===== config.mk =====
export PLATFORM = sky130hd
export DESIGN_NAME = dmac_write_response
export DESIGN_NICKNAME = d
export VERILOG_FILES = /design/src/rtl/axi4_pkg.sv /design/src/rtl/dmac_sync_fifo.sv /design/src/rtl/dmac_write_response.sv
export SDC_FILE = /design/constraint.sdc
export NUM_CORES = 1
export LEC_CHECK = 0
export ABC_AREA = 1
export BUFFER_PORTS_ARGS = -buffer_cell sky130_fd_sc_hd__buf_2
export CORE_MARGIN = 8
export CORE_UTILIZATION = 45
export CTS_BUF_LIST = sky130_fd_sc_hd__clkbuf_4 sky130_fd_sc_hd__clkbuf_8
export CTS_CLUSTER_DIAMETER = 200
export DETAILED_ROUTE_END_ITERATION = 7
export PLACE_DENSITY_LB_ADDON = 0.05
export RECOVER_POWER = 25
export SYNTH_ARGS = -nofsm -noshare
export SYNTH_HDL_FRONTEND = slang
export SYNTH_SLANG_ARGS = --single-unit

===== constraint.sdc =====
create_clock -name clk -period 1.7 [get_ports clk]
set_input_delay 0.085 -clock clk [delete_from_list [all_inputs] [get_ports clk]]
set_output_delay 0.085 -clock clk [all_outputs]
set_load 0.005 [all_outputs]

===== src/rtl/axi4_pkg.sv =====
// AXI4 field widths and encodings shared by the DMA read and write paths.
// Pure definitions: no latency, no backpressure.
package axi4_pkg;

    localparam int BURST_BITS = 2;
    localparam int SIZE_BITS  = 3;
    localparam int RESP_BITS  = 2;

    typedef enum logic [BURST_BITS-1:0] {
        BURST_FIXED = 2'b00,
        BURST_INCR  = 2'b01,
        BURST_WRAP  = 2'b10,
        BURST_RSVD  = 2'b11
    } axi_burst_e;

    typedef enum logic [RESP_BITS-1:0] {
        RESP_OKAY   = 2'b00,
        RESP_EXOKAY = 2'b01,
        RESP_SLVERR = 2'b10,
        RESP_DECERR = 2'b11
    } axi_resp_e;

    // SLVERR and DECERR both carry bit 1; EXOKAY counts as success.
    function automatic logic resp_is_error(input logic [RESP_BITS-1:0] resp);
        return resp[1];
    endfunction

endpackage


===== src/rtl/dmac_sync_fifo.sv =====
// Synchronous FIFO with extra-bit pointers; registered state, data visible the cycle after push.
// Push accepted when not full or when popping the same cycle; pop ignored when empty.
module dmac_sync_fifo #(
    parameter int WIDTH = 8,
    parameter int DEPTH = 4
) (
    input  logic                       clk,
    input  logic                       rst_n,
    input  logic                       push,
    input  logic [WIDTH-1:0]           push_data,
    input  logic                       pop,
    output logic [WIDTH-1:0]           pop_data,
    output logic                       full,
    output logic                       empty,
    output logic [$clog2(DEPTH+1)-1:0] count
);

    localparam int AW = $clog2(DEPTH);
    localparam int CW = $clog2(DEPTH+1);

    logic [WIDTH-1:0] mem [DEPTH];
    logic [AW:0]      wr_ptr;
    logic [AW:0]      rd_ptr;
    logic             do_push;
    logic             do_pop;

    assign empty    = (wr_ptr == rd_ptr);
    assign full     = (wr_ptr[AW] != rd_ptr[AW]) && (wr_ptr[AW-1:0] == rd_ptr[AW-1:0]);
    assign count    = CW'(wr_ptr - rd_ptr);
    assign pop_data = mem[rd_ptr[AW-1:0]];
    assign do_pop   = pop && !empty;
    assign do_push  = push && (!full || do_pop);

    always_ff @(posedge clk or negedge rst_n) begin
        if (!rst_n) begin
            wr_ptr <= '0;
            rd_ptr <= '0;
        end else begin
            if (do_push) wr_ptr <= wr_ptr + {{AW{1'b0}}, 1'b1};
            if (do_pop)  rd_ptr <= rd_ptr + {{AW{1'b0}}, 1'b1};
        end
    end

    // When full, the write slot equals the head slot; the head is read before this edge lands.
    always_ff @(posedge clk) begin
        if (do_push) mem[wr_ptr[AW-1:0]] <= push_data;
    end

endmodule


===== src/rtl/dmac_write_response.sv =====
// Matches AXI B responses to issued AW bursts in order and reports per-channel transfer completion one cycle after the last B.
// Backpressure: AW issue stalls when the tracker is full; bready drops while a final response would overwrite an unaccepted report.
module dmac_write_response
    import axi4_pkg::*;
#(
    parameter int  CHANNEL_COUNT   = 8,
    parameter int  MAX_OUTSTANDING = 4,
    localparam int CH_WD           = $clog2(CHANNEL_COUNT),
    localparam int CNT_WD          = $clog2(MAX_OUTSTANDING+1)
) (
    input  logic                 clk,
    input  logic                 rst_n,
    input  logic                 aw_issue_valid,
    output logic                 aw_issue_ready,
    input  logic [CH_WD-1:0]     aw_issue_channel,
    input  logic                 aw_issue_last,
    input  logic                 m_axi_bvalid,
    output logic                 m_axi_bready,
    input  logic [RESP_BITS-1:0] m_axi_bresp,
    output logic                 done_valid,
    input  logic                 done_ready,
    output logic [CH_WD-1:0]     done_channel,
    output logic                 done_error,
    output logic [CNT_WD-1:0]    outstanding_count
);

    typedef struct packed {
        logic [CH_WD-1:0] channel;
        logic             last;
    } issue_t;

    issue_t             push_ent;
    issue_t             head;
    logic               fifo_full;
    logic               fifo_empty;
    logic               b_hs;
    logic               resp_err;
    logic [CHANNEL_COUNT-1:0] err;

    assign push_ent = '{channel: aw_issue_channel, last: aw_issue_last};

    dmac_sync_fifo #(
        .WIDTH ($bits(issue_t)),
        .DEPTH (MAX_OUTSTANDING)
    ) u_issue_fifo (
        .clk       (clk),
        .rst_n     (rst_n),
        .push      (aw_issue_valid),
        .push_data (push_ent),
        .pop       (b_hs),
        .pop_data  (head),
        .full      (fifo_full),
        .empty     (fifo_empty),
        .count     (outstanding_count)
    );

    // A final response may only complete when the report slot is free or being freed this cycle.
    assign m_axi_bready   = !fifo_empty && (!head.last || !done_valid || done_ready);
    assign b_hs           = m_axi_bvalid && m_axi_bready;
    assign aw_issue_ready = !fifo_full || b_hs;
    assign resp_err       = resp_is_error(m_axi_bresp);

    always_ff @(posedge clk or negedge rst_n) begin
        if (!rst_n) begin
            done_valid   <= 1'b0;
            done_channel <= '0;
            done_error   <= 1'b0;
            err          <= '0;
        end else begin
            if (done_valid && done_ready) done_valid <= 1'b0;
            if (b_hs) begin
                if (head.last) begin
                    done_valid         <= 1'b1;
                    done_channel       <= head.channel;
                    done_error         <= err[head.channel] | resp_err;
                    err[head.channel]  <= 1'b0;
                end else if (resp_err) begin
                    err[head.channel]  <= 1'b1;
                end
            end
        end
    end

    a_issue_overflow: assert property (@(posedge clk) disable iff (!rst_n)
        aw_issue_valid |-> aw_issue_ready);

    a_bvalid_empty: assert property (@(posedge clk) disable iff (!rst_n)
        m_axi_bvalid |-> !fifo_empty);

endmodule

## After elaboration in Yosys (flattened, before gate mapping)

Memory sizes are Yosys's and may differ from the RTL's.
Index checks and enable logic that the tools add are counted.

- Bits in registers: 19
- Memory bits (writable): 16
- Bits of input ports: 11
- Output and inout bits: 10
- Word-level logic and storage cells: 48
- Memories: 1

- Add/sub/neg operators: 3
- Order comparisons: 2
- Eq/ne operators: 3
- Muxes and demuxes: 11
- Bitwise logic cells: 4
- Reduce and logical (&&, ||, !) cells: 18

Memory list:

| memory | depth | bits a word | read ports | clocked after memory_dff | write ports | RTL line | text |
|---|---|---|---|---|---|---|---|
| u_issue_fifo.mem | 4 | 4 | 1 | 0 | 1 | dmac_sync_fifo.sv:21 | `logic [WIDTH-1:0] mem [DEPTH];` |

Operators with widths:

| kind | number |
|---|---|
| 8-bit two-way mux | 2 |
| 8-bit AND | 1 |
| 8-bit NOT | 1 |
| 8-bit bitwise OR | 1 |
| 1-bit logical AND | 7 |
| 1-bit two-way mux | 7 |
| 3-bit by 1-bit adder with 3-bit output, second input constant | 2 |
| 1-bit zero test | 4 |
| 1-bit logical OR | 4 |
| 3-bit by 4-bit < comparator with 1-bit output, second input constant | 1 |
| 2-bit AND reduction | 2 |
| 1-bit binary-select mux with 3-bit select | 1 |
| 1-bit demux with 3-bit select | 1 |
| 3-bit == test | 1 |
| 3-bit by 1-bit >= comparator with 1-bit output, second input constant | 1 |
| 3-bit subtractor | 1 |
| 2-bit == test | 1 |
| 2-bit nonzero test | 1 |
| 1-bit inequality test | 1 |
| 1-bit bitwise OR | 1 |

## Depth between registers and ports, before layout

Gate-level depths: netlist (run 1).
An unclocked memory read counts as a cell.

- Depth after elaboration: 11
- Gate-level depth with buffers: 13
- Gate-level depth less buffers: 12

## Hierarchy

From an unflattened synthesis (run 1), not the netlist that was laid out.

- Cell total of the unflattened synthesis: 203
- Area total of the unflattened synthesis: 1786.7 um^2

By module, submodules not included:

| module | times used | cells an instance | area each (um^2) | sequential area each (um^2) |
|---|---|---|---|---|
| dmac_sync_fifo | 1 | 101 | 1069.8 | 630.6 |
| dmac_write_response | 1 | 102 | 716.9 | 325.3 |

## Worst setup path before layout (run 1)

Ideal clock, no wire load.

- Path kind: flip-flop to flip-flop
- From: reg u_issue_fifo.rd_ptr[1]
- To: mem u_issue_fifo.mem[2][0] (netlist name), enable pin
- Library setup time: 0.329 ns
- Arrival: 1.562 ns
- Data required time: 1.371 ns
- Setup slack: -0.191 ns
- Cell stages (with the launch flop): 9
- Path buffers: 1
- Period minus slack after synthesis: 1.891 ns
- Cell sequence: dfrtp_1 buf_6 inv_4 ha_1 nand3_1 nand3_4 nand2_2 nand2_2 nor2_1

- Longest elaborated chain between the ends: 11
- Elaborated cells on any way between the ends: 16
- Classes of those cells: 2 x eq/ne; 2 x mux; 11 x reduce/logical; 1 x memory

Ends and longest elaborated chain:

| item | RTL line | text |
|---|---|---|
| start: declaration | dmac_sync_fifo.sv:23 | `logic [AW:0] rd_ptr;` |
| start signal: assignment | dmac_sync_fifo.sv:40 | `if (do_pop) rd_ptr <= rd_ptr + {{AW{1'b0}}, 1'b1};` |
| memory read 4 x 4 bit | n/a |  |
| 1-bit zero test | dmac_write_response.sv:58 | `assign m_axi_bready = !fifo_empty && (!head.last \|\| !done_valid \|\| done_ready);` |
| 1-bit logical OR (2 in series) | dmac_write_response.sv:58 |  |
| 1-bit logical AND | dmac_write_response.sv:58 |  |
| 1-bit logical AND | dmac_write_response.sv:59 | `assign b_hs = m_axi_bvalid && m_axi_bready;` |
| 1-bit logical AND | dmac_sync_fifo.sv:31 | `assign do_pop = pop && !empty;` |
| 1-bit logical OR (*) | dmac_sync_fifo.sv:32 | `assign do_push = push && (!full \|\| do_pop);` |
| 1-bit logical AND (*) | dmac_sync_fifo.sv:32 |  |
| 1-bit two-way mux (*) | dmac_sync_fifo.sv:46 | `if (do_push) mem[wr_ptr[AW-1:0]] <= push_data;` |
| 1-bit two-way mux (implied by the code) (*) | dmac_sync_fifo.sv:46 |  |
| end: declaration | dmac_sync_fifo.sv:21 |  |

Every way passes the cells marked *; elsewhere a longest branch is shown, timed or not.

## Worst setup path in the final report (run 1)

- From: reg u_issue_fifo.rd_ptr[1]
- To: out outstanding_count[1]

- Longest elaborated chain between the ends: 1

Ends and longest elaborated chain:

| item | RTL line | text |
|---|---|---|
| 3-bit subtractor | dmac_sync_fifo.sv:29 | `assign count = CW'(wr_ptr - rd_ptr);` |
| end: declaration | dmac_write_response.sv:24 | `output logic [CNT_WD-1:0] outstanding_count` |

Every way passes these cells.

==> flow_summary.json, run 1 <==
{
  "status": "finished clean",
  "yosysWarnings": 0,
  "seqCellArea_um2": 959.7,
  "antenna-diode-count": 0,
  "reg2reg_setup_slack_ps": 100,
  "ir_drop_mv": 0.9354,
  "cts_buffers": 5,
  "setup_viol": 0,
  "worst_pin_slew_ps": 441.6,
  "power_frac_comb": 0.563,
  "dp.final_hpwl_um": 2898,
  "p_total_mw": 5.286,
  "fmax_ghz": 0.5941,
  "crit_arrival_ps": 1600,
  "fin_crit_sh": 0.9902,
  "fp.dieW_um": 80.60,
  "multi_input_area_um2": 917.1,
  "hp-class": "input pin to flip-flop",
  "hold_viol_final": 0,
  "die_y_um": 80.60,
  "grt-ovfl-total": 0,
  "p_per_area_nw_per_um2": 2164,
  "nFillCells": 358,
  "antenna_left": 0,
  "core_um2": 4000,
  "final.min_clock_period_ps": 1683,
  "end_kind": "output pin",
  "path_cells": "buf_4 -> fa_2 -> inv_2 -> buf_6",
  "synth_edf_count": 16,
  "synth_cells": 211,
  "drt_wl_total_um": 3798,
  "start_util": 0.4695,
  "port_buffers": 19,
  "gp_routability_congestion": 0.7770,
  "ys_types": 26,
  "drt_first_pass_iters": 4,
  "cp_max_fo": 3,
  "path_clk_slew_ps": 80,
  "cp.required_ps": 1620,
  "cap_violations": 0,
  "yosysSeqAreaShare": 0.5090,
  "leakage_nw": 1.148,
  "antenna_found_initial": 0,
  "grt_max_degree": 20,
  "seqPwrFrac": 0.266,
  "cpPeakStageDelay_ps": 560,
  "vias_per_cell": 4.708,
  "ioPinCount": 21,
  "syn_nets": 230,
  "root_buffer": "clkbuf_8",
  "rsz0062_at_grt": "yes",
  "routed-via-count": 1436,
  "grt_first_pass_wirelength_um": 6279,
  "fp-row-count": 23,
  "dieArea_um2": 6496,
  "routedWlPerCell_um": 12.45,
  "synth_flop_cell": "dfrtp_1",
  "async_reset_ff_frac": 0.5429,
  "slew_violations": 0,
  "p_int_mw": 3.081,
  "drcViolationCount": 0,
  "clockBufferDepth": 2,
  "grt_pass1_vias": 1372,
  "cts_sinks": 35,
  "startpoint_type": "flip-flop",
  "path_class": "flip-flop to output pin",
  "syn-cell-area_um2": 1878,
  "critPathSlowestCell": "fa_2",
  "clockPowerShare": 0.171,
  "yosys_register_bits": 35,
  "avgSynthCellArea_um2": 8.901,
  "power.switching_mw": 2.205,
  "area_growth_pct": 30.05,
  "grt_usage": 0.1264,
  "maxSlewHeadroom": 0.7056,
  "nNetsFinal": 273,
  "fin_skew_ps": 9.548,
  "layout-drive-gt1-share": 0.3333,
  "h-tree-depth": 2,
  "drt-initial-drc-count": 57,
  "switching_share": 0.4172,
  "clk_latency_ps": 290,
  "finalSetupTns_ps": 0,
  "tritoncts": "built"
}
==> synth_stat cells, drive strengths merged (3+ instances only) <==
cell type | instances | area [um2]
xnor2 | 4 | 35.03
ha | 7 | 87.58
inv | 26 | 102.6
o21ai | 6 | 41.29
buf | 3 | 33.78
nand3 | 18 | 112.6
dfrtp | 19 | 475.5
a21oi | 5 | 43.80
edfxtp | 16 | 480.5
nand2 | 79 | 321.5
nor2 | 21 | 83.83
==> cell usage in the layout, fill, tap and decap left out, drive strengths merged, types with 4 or more instances in the layout <==
| cell type | count |
|---|---|
| nand2 | 79 |
| nor2 | 21 |
| nand3 | 18 |
| ha | 7 |
| xnor2 | 4 |
| a21oi | 6 |
| dfrtp | 19 |
| inv | 26 |
| o21ai | 6 |
| edfxtp | 16 |
| buf | 32 |
| clkbuf | 9 |
==> per-layer routing <==
layer,vias to the layer above,part of all wire,GRT usage
li1,750,-,-
met4,0,0.0087,0.05636
met1,666,0.44,0.1456
met3,2,0.047,0.04911
met2,18,0.50,0.2021
met5,-,0,0
==> cell families (layout without fill, tap and decap cells) <==
logic type | after synthesis | in the layout | synth area share
compound gates | 11 | 12 | 0.04531
xor+xnor | 6 | 6 | 0.02798
fa+ha+maj | 8 | 8 | 0.05729
buf+inv | 29 | 72 | 0.07262
flops | 35 | 35 | 0.5090
simple gates | 122 | 122 | 0.2878
==> power by group through the flow <==
stage | combinational (mW) | clock (mW) | sequential [mW]
after floorplan | 1.88 | 0 | 1.36
after global placement | 2.61 | 0 | 1.40
after detailed placement | 2.70 | 0 | 1.41
after CTS | 2.74 | 0.923 | 1.40
after global routing | 3.35 | 0.958 | 1.45
final | 2.98 | 0.902 | 1.41
==> final cells by class <==
| type | count | share of cell area |
|---|---|---|
| timing repair buffer | 38 | 0.1050 |
| tap | 50 | 0.02561 |
| clock buffer | 5 | 0.02818 |
| multi-input combinational | 148 | 0.3755 |
| inverter | 26 | 0.04508 |
| clock inverter | 3 | 0.02766 |
| sequential | 35 | 0.3929 |
==> worst max-delay path, delay by kind of cell (launching register included) <==
family	cells	cell delay, ps
fa+ha+maj	1	560
buf+inv	3	290
flops	1	450
==> metrics by stage <==
| step | cell area (um2) | hold WS (ps) | std cells | setup WS, ps | util |
|---|---|---|---|---|---|
| floorplan | 1949 | -210.6 | 211 | 5.739 | - |
| global placement | 2198 | 50.87 | 292 | -19.65 | 0.5496 |
| detailed placement | 2198 | 57.05 | 292 | -44.79 | 0.5496 |
| CTS | 2367 | 6.158 | 303 | -16.09 | 0.5918 |
| global route | 2442 | 70.03 | 305 | -42.99 | 0.6106 |
| finish | 2442 | 70.41 | 305 | 16.66 | 0.6106 |
==> worst paths after layout <==
kind,from,end,cells past startpoint
hold reg to reg,flip-flop,flip-flop,2
hold / removal,aw_issue_channel[1],u_issue_fifo.mem[0][2],1
setup / recovery,u_issue_fifo.rd_ptr[1],outstanding_count[1],4
setup reg to reg,u_issue_fifo.rd_ptr[0],u_issue_fifo.mem[3][3],10
min in group asynchronous,rst_n,async pin,2
max in group asynchronous,rst_n,u_issue_fifo.rd_ptr[0],2
==> timing repair <==
action | 4_1_cts | 5_1_grt
hold buffers | 2 | 0
setup buffers | 1 | 1
cloned | 0 | 1
pin swaps | 2 | 6
gates resized for setup | 3 | 18
endpoints found under the hold margin | 20 | 0
setup endpoints to repair | 27 | 35
Note: power is estimated with default switching activity, not from simulation.
==> inputs of run 2 (changes only) <==
- PLACE_DENSITY: default -> 0.62
- PLACE_DENSITY_LB_ADDON: 0.05 -> default
==> run 2 against run 1 <==
  * Die area unchanged
  * Final area fell by 0.36%
  * Clock-buffer cell count is 1 higher
  * Critical path depth is the same
  * Fmax increased by 0.57%
  * Critical endpoint unchanged
  * Combinational power about the same
  * Cell count increased by 1.6%
  * Register-to-register slack barely moved
  * Sequential cell count did not move
  * Global-route usage is 0.67 points lower
  * Hold slack better by 4.3 ps
  * Routed wire length is 5.5% lower
==> flow_summary.json, run 2 (synthesis results as in run 1) <==
{
  "status": "finished clean",
  "r2r_cells": 7,
  "area_growth_pct": 29.58,
  "p_per_area_nw_per_um2": 2047,
  "setup_viol": 0,
  "dieArea_um2": 6496,
  "grt_first_pass_wirelength_um": 6058,
  "grt_pass1_vias": 1412,
  "clk_latency_ps": 280,
  "cpPeakStageDelay_ps": 510,
  "tritoncts": "built",
  "min_from": "aw_issue_channel[0]",
  "cp.required_ps": 1620,
  "layout.cells.non_filler": 310,
  "final_common_cell": "nand2_1",
  "nNetsFinal": 278,
  "drt_first_pass_iters": 4,
  "path_class": "flip-flop to output pin",
  "rsz0062_at_grt": "yes",
  "rr_startpoint": "u_issue_fifo.rd_ptr[1]",
  "vias_per_cell": 4.671,
  "grt_max_degree": 20,
  "core_um2": 4000,
  "routedWlPerCell_um": 11.58,
  "critPathSlowestCell": "fa_2",
  "cap_violations": 0,
  "p_total_mw": 4.980,
  "fin_crit_sh": 0.9846,
  "routed-via-count": 1448,
  "root_buffer": "clkbuf_8",
  "hold_viol_final": 0,
  "worst_pin_slew_ps": 442.5,
  "maxSlewHeadroom": 0.7050,
  "fmax_ghz": 0.5974,
  "hp-class": "input pin to flip-flop",
  "startpoint_type": "flip-flop",
  "grt_usage": 0.1196,
  "antenna-diode-count": 0,
  "fp.dieW_um": 80.60,
  "gp_routability_congestion": 0.8246,
  "drcViolationCount": 0,
  "path_clk_slew_ps": 70,
  "reg2reg_setup_slack_ps": 90,
  "rr_endpoint": "u_issue_fifo.mem[3][2]",
  "cp_max_fo": 6,
  "ir_drop_mv": 0.9185,
  "drt-initial-drc-count": 39,
  "pre_cts_ws_ps": -39.73,
  "whs_path_depth": 1,
  "fp-row-count": 23,
  "ioPinCount": 21,
  "die_y_um": 80.60,
  "antenna_found_initial": 0,
  "dp.final_hpwl_um": 2683,
  "layout_common_cells": "69 x nand2_1, 21 x inv_1, 19 x buf_4",
  "timing.final.ws_setup_ps": 26.17,
  "crit_arrival_ps": 1590,
  "end_kind": "output pin",
  "drt_wl_total_um": 3589,
  "cts_sinks": 35,
  "min_to": "u_issue_fifo.mem[3][1]",
  "nFillCells": 359,
  "cts_buffers": 5,
  "start_util": 0.4695,
  "fin_skew_ps": 4.860,
  "slew_violations": 0,
  "place_inst": 295,
  "clockBufferDepth": 2,
  "path_cells": "ha_4 -> fa_2 -> inv_1 -> buf_2",
  "h-tree-depth": 2,
  "port_buffers": 19,
  "finalSetupTns_ps": 0,
  "antenna_left": 0,
  "leakage_nw": 1.151,
  "final.min_clock_period_ps": 1674,
  "layout-drive-gt1-share": 0.3192,
  "grt-ovfl-total": 0
}
[run 2: cell types whose count changed in the layout (fill, tap and decap cells not counted), moves of 2 or more]
cell       change
buf_4          +3
bufinv_16      -2
nor2_1         +3
nor2_2         -3
[run 2: report_power, final]
group	internal [mW]	leakage, nW	total (mW)	switching [mW]
registers	1.21	0.374	1.39	0.187
clock network	0.323	0.0449	0.612	0.289
logic	1.32	0.732	2.97	1.65
[run 2: repair_timing]
action | 4_1_cts | 5_1_grt
pin swaps | 1 | 7
gates resized for setup | 4 | 9
endpoints found under the setup margin | 29 | 33
hold endpoints to repair | 20 | 0
hold buffers | 2 | 0
gates cloned | 1 | 0
buffers inserted | 0 | 4
[run 2: area by class of cell]
cell class | count | area [um2] | share of cell area
sequential | 35 | 958.4 | 0.3938
multi-input combinational | 148 | 903.4 | 0.3712
timing repair buffer | 43 | 304.0 | 0.1249
inverter | 26 | 111.4 | 0.04576
clock buffer | 6 | 82.58 | 0.03393
tap | 50 | 62.56 | 0.02571
clock inverter | 2 | 11.26 | 0.004627
[run 2: how the worst max path moves through the flow]
stage | from | end | slack, ps | cells past startpoint
3_3_place_gp | u_issue_fifo.rd_ptr[0] | flip-flop | -30 | 8
5_1_grt | u_issue_fifo.rd_ptr[0] | done_error | -40 | 13
2_1_floorplan | u_issue_fifo.rd_ptr[1] | u_issue_fifo.mem[0][0] | 6 | 10
3_5_place_dp | u_issue_fifo.rd_ptr[0] | flip-flop | -40 | 8
6_report | u_issue_fifo.rd_ptr[0] | outstanding_count[1] | 30 | 4
4_1_cts | u_issue_fifo.rd_ptr[1] | outstanding_count[2] | 7 | 4
[run 2: worst max-delay path: cells and delay by family (launching register included)]
| family | cells | cell delay (ps) |
|---|---|---|
| adder cells (fa/ha/maj) | 2 | 690 |
| buffers and inverters | 2 | 140 |
| flip-flops | 1 | 480 |
[run 2: per-stage QoR]
step | cell area (um2) | util | hold slack, ps
2_1_floorplan | 1949 | - | -210.6
3_3_place_gp | 2233 | 0.5583 | 56.76
3_5_place_dp | 2233 | 0.5583 | 58.83
4_1_cts | 2375 | 0.5937 | 16.70
5_1_grt | 2434 | 0.6084 | 87.05
6_report | 2434 | 0.6084 | 74.72
[run 2: per-layer routing]
layer / up-vias / GRT usage / share of wire
li1: 763 / - / -
met5: - / 0 / 0
met4: 0 / 0.04727 / 0.0064
met1: 658 / 0.1423 / 0.44
met2: 25 / 0.1965 / 0.51
met3: 2 / 0.03571 / 0.047
